===== src/rtl/ecp8e_io_endpoint.sv =====
// ECP8e architectural I/O endpoint: CPU-facing TX/RX byte FIFOs with a host valid/ready side.
// Optional feature macro: ECP8E_IO_LOOPBACK_EN (adds `loopback`, routing CPU writes into RX).
module ecp8e_io_endpoint #(
  parameter int         DEPTH           = 4,
  parameter logic [7:0] UNDERFLOW_VALUE = 8'h00
) (
  input  logic                     clk,
  input  logic                     rst,
  input  logic                     arch_output_enable,
  input  logic [7:0]               arch_output_value,
  input  logic                     arch_input_enable,
  output logic [7:0]               arch_input_value,
  output logic                     host_tx_valid,
  output logic [7:0]               host_tx_data,
  input  logic                     host_tx_ready,
  input  logic                     host_rx_valid,
  input  logic [7:0]               host_rx_data,
  output logic                     host_rx_ready,
  output logic [$clog2(DEPTH):0]   tx_count,
  output logic [$clog2(DEPTH):0]   rx_count,
  output logic                     err_overflow,
  output logic                     err_underflow,
`ifdef ECP8E_IO_LOOPBACK_EN
  input  logic                     loopback,
`endif
  input  logic                     err_clear
);
  // Handshakes: a transfer completes on a rising edge where valid && ready are both
  // high; ready/valid on the host side decode from registered counts only.
  localparam int AW = $clog2(DEPTH);
  localparam int CW = AW + 1;
  localparam logic [CW-1:0] FULL = CW'(DEPTH);

  logic [7:0]    tx_mem [DEPTH];
  logic [7:0]    rx_mem [DEPTH];
  logic [AW-1:0] tx_wr, tx_rd, rx_wr, rx_rd;

  logic lb;
`ifdef ECP8E_IO_LOOPBACK_EN
  assign lb = loopback;
`else
  assign lb = 1'b0;
`endif

  logic tx_full, rx_full, rx_empty;
  logic tx_pop, tx_push_req, tx_push;
  logic rx_pop, lb_push_req, host_push, rx_push;
  logic ovf_set, unf_set;
  logic [7:0] rx_push_data;

  assign tx_full  = (tx_count == FULL);
  assign rx_full  = (rx_count == FULL);
  assign rx_empty = (rx_count == '0);

  assign host_tx_valid = (tx_count != '0);
  assign host_rx_ready = !rx_full && !lb;
  assign host_tx_data  = tx_mem[tx_rd];
  assign arch_input_value = rx_empty ? UNDERFLOW_VALUE : rx_mem[rx_rd];

  // A pop in the same cycle frees a slot, so a write into a full FIFO still lands.
  assign tx_pop      = host_tx_valid && host_tx_ready;
  assign tx_push_req = arch_output_enable && !lb;
  assign tx_push     = tx_push_req && (!tx_full || tx_pop);

  assign rx_pop      = arch_input_enable && !rx_empty;
  assign lb_push_req = arch_output_enable && lb;
  assign host_push   = host_rx_valid && host_rx_ready;
  assign rx_push     = host_push || (lb_push_req && (!rx_full || rx_pop));
  assign rx_push_data = lb ? arch_output_value : host_rx_data;

  assign ovf_set = (tx_push_req && tx_full && !tx_pop) ||
                   (lb_push_req && rx_full && !rx_pop);
  assign unf_set = arch_input_enable && rx_empty;

  always_ff @(posedge clk or posedge rst) begin
    if (rst) begin
      tx_wr         <= '0;
      tx_rd         <= '0;
      rx_wr         <= '0;
      rx_rd         <= '0;
      tx_count      <= '0;
      rx_count      <= '0;
      err_overflow  <= 1'b0;
      err_underflow <= 1'b0;
      for (int i = 0; i < DEPTH; i++) begin
        tx_mem[i] <= 8'h00;
        rx_mem[i] <= 8'h00;
      end
    end else begin
      if (tx_push) begin
        tx_mem[tx_wr] <= arch_output_value;
        tx_wr         <= tx_wr + AW'(1);
      end
      if (tx_pop) tx_rd <= tx_rd + AW'(1);
      if (tx_push && !tx_pop)      tx_count <= tx_count + CW'(1);
      else if (!tx_push && tx_pop) tx_count <= tx_count - CW'(1);

      if (rx_push) begin
        rx_mem[rx_wr] <= rx_push_data;
        rx_wr         <= rx_wr + AW'(1);
      end
      if (rx_pop) rx_rd <= rx_rd + AW'(1);
      if (rx_push && !rx_pop)      rx_count <= rx_count + CW'(1);
      else if (!rx_push && rx_pop) rx_count <= rx_count - CW'(1);

      // Setting wins over a clear issued in the same cycle.
      if (ovf_set)        err_overflow <= 1'b1;
      else if (err_clear) err_overflow <= 1'b0;
      if (unf_set)        err_underflow <= 1'b1;
      else if (err_clear) err_underflow <= 1'b0;
    end
  end
endmodule

===== config.mk =====
export PLATFORM = sky130hd
export DESIGN_NAME = ecp8e_io_endpoint
export DESIGN_NICKNAME = d
export VERILOG_FILES = /design/src/rtl/ecp8e_io_endpoint.sv
export SDC_FILE = /design/constraint.sdc
export NUM_CORES = 1
export LEC_CHECK = 0
export ABC_AREA = 1
export BUFFER_PORTS_ARGS = -buffer_cell sky130_fd_sc_hd__clkbuf_2
export CORE_ASPECT_RATIO = 0.9
export CORE_UTILIZATION = 30
export DETAILED_ROUTE_END_ITERATION = 10
export HOLD_SLACK_MARGIN = 0.05
export SYNTH_ARGS = -nofsm -noshare
export SYNTH_HDL_FRONTEND = slang
export SYNTH_SLANG_ARGS = --single-unit
export TNS_END_PERCENT = 5

===== constraint.sdc =====
create_clock -name clk -period 2.8 [get_ports clk]
set_input_delay 0 -clock clk [delete_from_list [all_inputs] [get_ports clk]]
set_output_delay 0 -clock clk [all_outputs]
set_load 0.005 [all_outputs]

==> impl_summary.md <==
Yosys
The biggest area contributor in the post-synthesis netlist is sky130_fd_sc_hd__dfrtp_1. Yosys mapped the design onto 25 distinct sky130hd cell types. The cell area that synthesis handed to floorplanning was 4220 um2. Yosys printed 0 warnings. The synthesized design contains 0 enable-type register cells.

Averaged over all synthesized cells, the footprint is 8.16 um2. After synthesis, the share of flip-flops with an asynchronous set or reset is 100%. In the synthesized netlist, the number of instances is 517. The dominant synthesized flop cell is sky130_fd_sc_hd__dfrtp_1.

The proportion of netlist area held by the largest area contributor is 47.4%. Ranked by total cell area, the synthesized netlist is headed by sky130_fd_sc_hd__dfrtp_1 47%, sky130_fd_sc_hd__nand2_1 18%, sky130_fd_sc_hd__nand4_1 9.5%. Counting flops and latches in the post-synthesis netlist gives 80.

Counting every net in the synthesized netlist gives 552. The register area share after synthesis is 47.4%.

Route
The total number of vias is 3,654. The routed design has 10,400 um of wire. The average wire length per cell after detail routing is 13.9 um. The starting DRC count in detailed routing is 259. The remaining routing DRC violations is 0. The via density per instance is 4.90. The detail route stage leaves a number of antenna-violating nets equal to 0. The length of the first detailed-routing pass in iterations is 4.

Global routing
Entering global routing, the biggest net connects 43 pins. Global routing used 15.3% of the available tracks across all layers. The first global-routing pass estimated 17,600 um of wire. The via count of the first global-routing pass is 3,610. The global routing stage identified its most utilized layer as met2. The met1 track utilization from global routing is 20.8%. The initial antenna violation count is 0. The met3 track demand over resource is 2.01%. The met2 usage is 24.6%. The sum of overflow across all layers after global routing is 0.

CTS
At the later pin of the worst-skew pair, clock insertion delay measures 0.33 ns. TritonCTS built the clock tree. CTS placed an instance of sky130_fd_sc_hd__clkbuf_16 at the clock tree root. No sink is reached through more buffers than the 2 on the longest clock path.

Post-CTS timing repair inserted 0 buffers for setup. The clock transition time at the flip-flop clock pins of the worst setup and hold paths is 0.06 ns. The CTS H-tree depth is 3. The CTS buffer count is 9. The count of cells resized by post-cts repair is 0. Clock tree synthesis found a total of 80 sinks.

Timing
The hold violation total from the final report is 0. The number of setup violations in the final report is 0. The maximum clock frequency is 494 MHz. The worst path uses 72.3% of the clock period. The max-slew violation total from the final report is 0. Setup total negative slack on the finished layout was measured at 0 ns.

Measured against its own limit, the worst slew margin works out to 47.9%. Across the routed clock network, the largest skew measured is 0.00531 ns. After layout, the minimum clock period comes to 2.03 ns.

The transition time of the tightest slew-check pin is 0.781 ns. Across all hold checks on the routed design, the worst slack comes to 0.305 ns. Setup repair after global routing left no endpoint under its margin.

Layout
0 antenna diodes ended up in the layout. The post-route netlist has 14.9% of its cells at a drive strength greater than 1. The number of nets in the layout is 608. The most common cell after layout, fill and taps aside is sky130_fd_sc_hd__nand2_1. Leaving out fill and tap cells, the most frequent cells in the layout are 200 x sky130_fd_sc_hd__nand2_1, 80 x sky130_fd_sc_hd__dfrtp_1, 64 x sky130_fd_sc_hd__nand4_1.

Relative to the synthesized area, the layout overhead comes to 18.7%.

Setup path
The category of cells accounting for the largest share of critical-path delay is flip-flops. In this run the critical register-to-register path is captured at tx_count[2]. The required time of the critical path is 2.80 ns. STA classifies the critical path startpoint as a flip-flop.

The largest fanout on the critical path is 19. The signal on the critical path passes through inv_4 -> nand2_1 -> nand3_1 -> a21oi_1 -> clkbuf_2. Data arrives at the worst endpoint at 2.03 ns. STA classifies the critical path endpoint as a primary output. The register-to-register setup slack is 0.86 ns. The cell at the slowest stage of the critical path is sky130_fd_sc_hd__dfrtp_1. The worst setup path category is flip-flop to primary output. In this design, the stage delay of the slowest critical-path cell is 0.84 ns. The depth of the worst register-to-register path is 10. The worst register-to-register path begins at tx_count[1].

The number of buffers and inverters on the critical path is 2.

Power
The total power density per cell area is 1140 nW/um2. The standby leakage power is 2.59 nW. IR analysis of the VDD net gives a maximum drop of 0.416 mV.

Floorplanning
The area of the die is 14,500 um2. The starting utilization of the core area is 31.2%. The die boundary width is 127 um.

The die is 115 um tall. After floorplanning, the core was divided into 40 placement rows. The area of the core is 13,500 um2. For this design the top-level I/O count stands at 49.

Hold path
The tightest min-delay check is of the input pin to asynchronous set/reset pin type.

Placement
The congestion estimate from routability-driven global placement came to 0.767. Detailed placement finished with a half-perimeter wire length of 7150 um. In this run the tool buffered the top-level ports with 48 buffer cells.

Run
Max-cap violations in this run came to 0.

Status
The flow ran to the end, and the final reports show no timing, DRC or antenna violations.
worst max-delay path by stage:
stage	from	endpoint	slack, ns	depth (start not counted)
3_3_place_gp	tx_count[1]	tx_count[2]	0.97	9
5_1_grt	rx_rd[0]	arch_input_value[1]	0.66	5
6_report	rx_rd[0]	arch_input_value[1]	0.77	5
2_1_floorplan	rst	err_overflow	0.75	1
4_1_cts	rx_rd[0]	arch_input_value[1]	0.75	5
3_5_place_dp	tx_count[1]	tx_count[2]	0.86	10
per-stage QoR:
stage                     util, %  worst slack (ns)  power (mW)  instance area [um2]  std cells
after global routing         37.1             0.656        6.22                 5010        746
after global placement       33.2             0.967        4.45                 4490        707
after detailed placement     33.2             0.858        4.54                 4490        707
final                        37.1             0.775        5.69                 5010        746
after CTS                    37.1             0.751        5.75                 5010        746
after floorplan                 -             0.748        3.84                 4220        517
area by class of cell:
cell class	count	area (um2)
Clock inverter	6	60.1
Fill cell	1392	8500
Sequential cell	80	2000
Timing Repair Buffer	77	515
Tap cell	168	210
Inverter	40	154
Multi-Input combinational cell	365	1840
Clock buffer	10	229
sequential cells by signal, summed over array words and instances, names as in the netlist:
| signal | count |
|---|---|
| rx_mem | 32 |
| rx_count | 3 |
| tx_wr | 2 |
| tx_mem | 32 |
| rx_rd | 2 |
| err_underflow | 1 |
| rx_wr | 2 |
| err_overflow | 1 |
| tx_count | 3 |
| tx_rd | 2 |
report_power, final:
group	switching, mW	leakage [nW]	internal, mW
sequential	0.447	0.998	1.69
combinational	1.46	1.46	0.935
clock	0.470	0.138	0.686
synth_stat cells (5+ instances only):
cell type	n
sky130_fd_sc_hd__o21ai_0	21
sky130_fd_sc_hd__buf_6	10
sky130_fd_sc_hd__inv_1	35
sky130_fd_sc_hd__nor2_1	16
sky130_fd_sc_hd__nand4_1	64
sky130_fd_sc_hd__o22ai_1	8
sky130_fd_sc_hd__ha_1	10
sky130_fd_sc_hd__dfrtp_1	80
sky130_fd_sc_hd__buf_1	5
sky130_fd_sc_hd__nand2_1	200
sky130_fd_sc_hd__buf_2	11
sky130_fd_sc_hd__buf_4	5
sky130_fd_sc_hd__a21oi_1	8
sky130_fd_sc_hd__nand3_1	16
sky130_fd_sc_hd__nand3_2	5
worst reg2reg max path, cell delays in order (launching register included):
cell	delay, ns
sky130_fd_sc_hd__dfrtp_1	0.44
sky130_fd_sc_hd__nor2_2	0.19
sky130_fd_sc_hd__nand2_1	0.10
sky130_fd_sc_hd__nand2_1	0.14
sky130_fd_sc_hd__ha_1	0.19
sky130_fd_sc_hd__inv_1	0.07
sky130_fd_sc_hd__fa_1	0.38
sky130_fd_sc_hd__inv_1	0.06
sky130_fd_sc_hd__nand2_1	0.05
sky130_fd_sc_hd__nand3_1	0.08
sky130_fd_sc_hd__xor2_1	0.16
cell families (layout without fill, tap and decap cells):
logic type | Yosys count | in the layout | share of synthesized area (%)
buffers and inverters | 72 | 133 | 9.01
AOI/OAI and AO/OA | 37 | 37 | 4.63
xor gates and xnor gates | 8 | 8 | 1.66
and+or+nand+nor | 308 | 308 | 33.4
DFF | 80 | 80 | 47.4
adders and majority gates | 12 | 12 | 3.91
timing repair:
item / 4_1_cts / 5_1_grt
endpoints found under the hold margin: 114 / 0
endpoints found under the setup margin: 0 / 0
hold buffers: 23 / 0
routing by layer:
metal | wire (um) | part of all wire (%)
met2 | 4910 | 47
met5 | 0 | 0
met3 | 439 | 4.2
met4 | 137 | 1.3
met1 | 4900 | 47
Note: power is estimated with default switching activity, not from simulation.
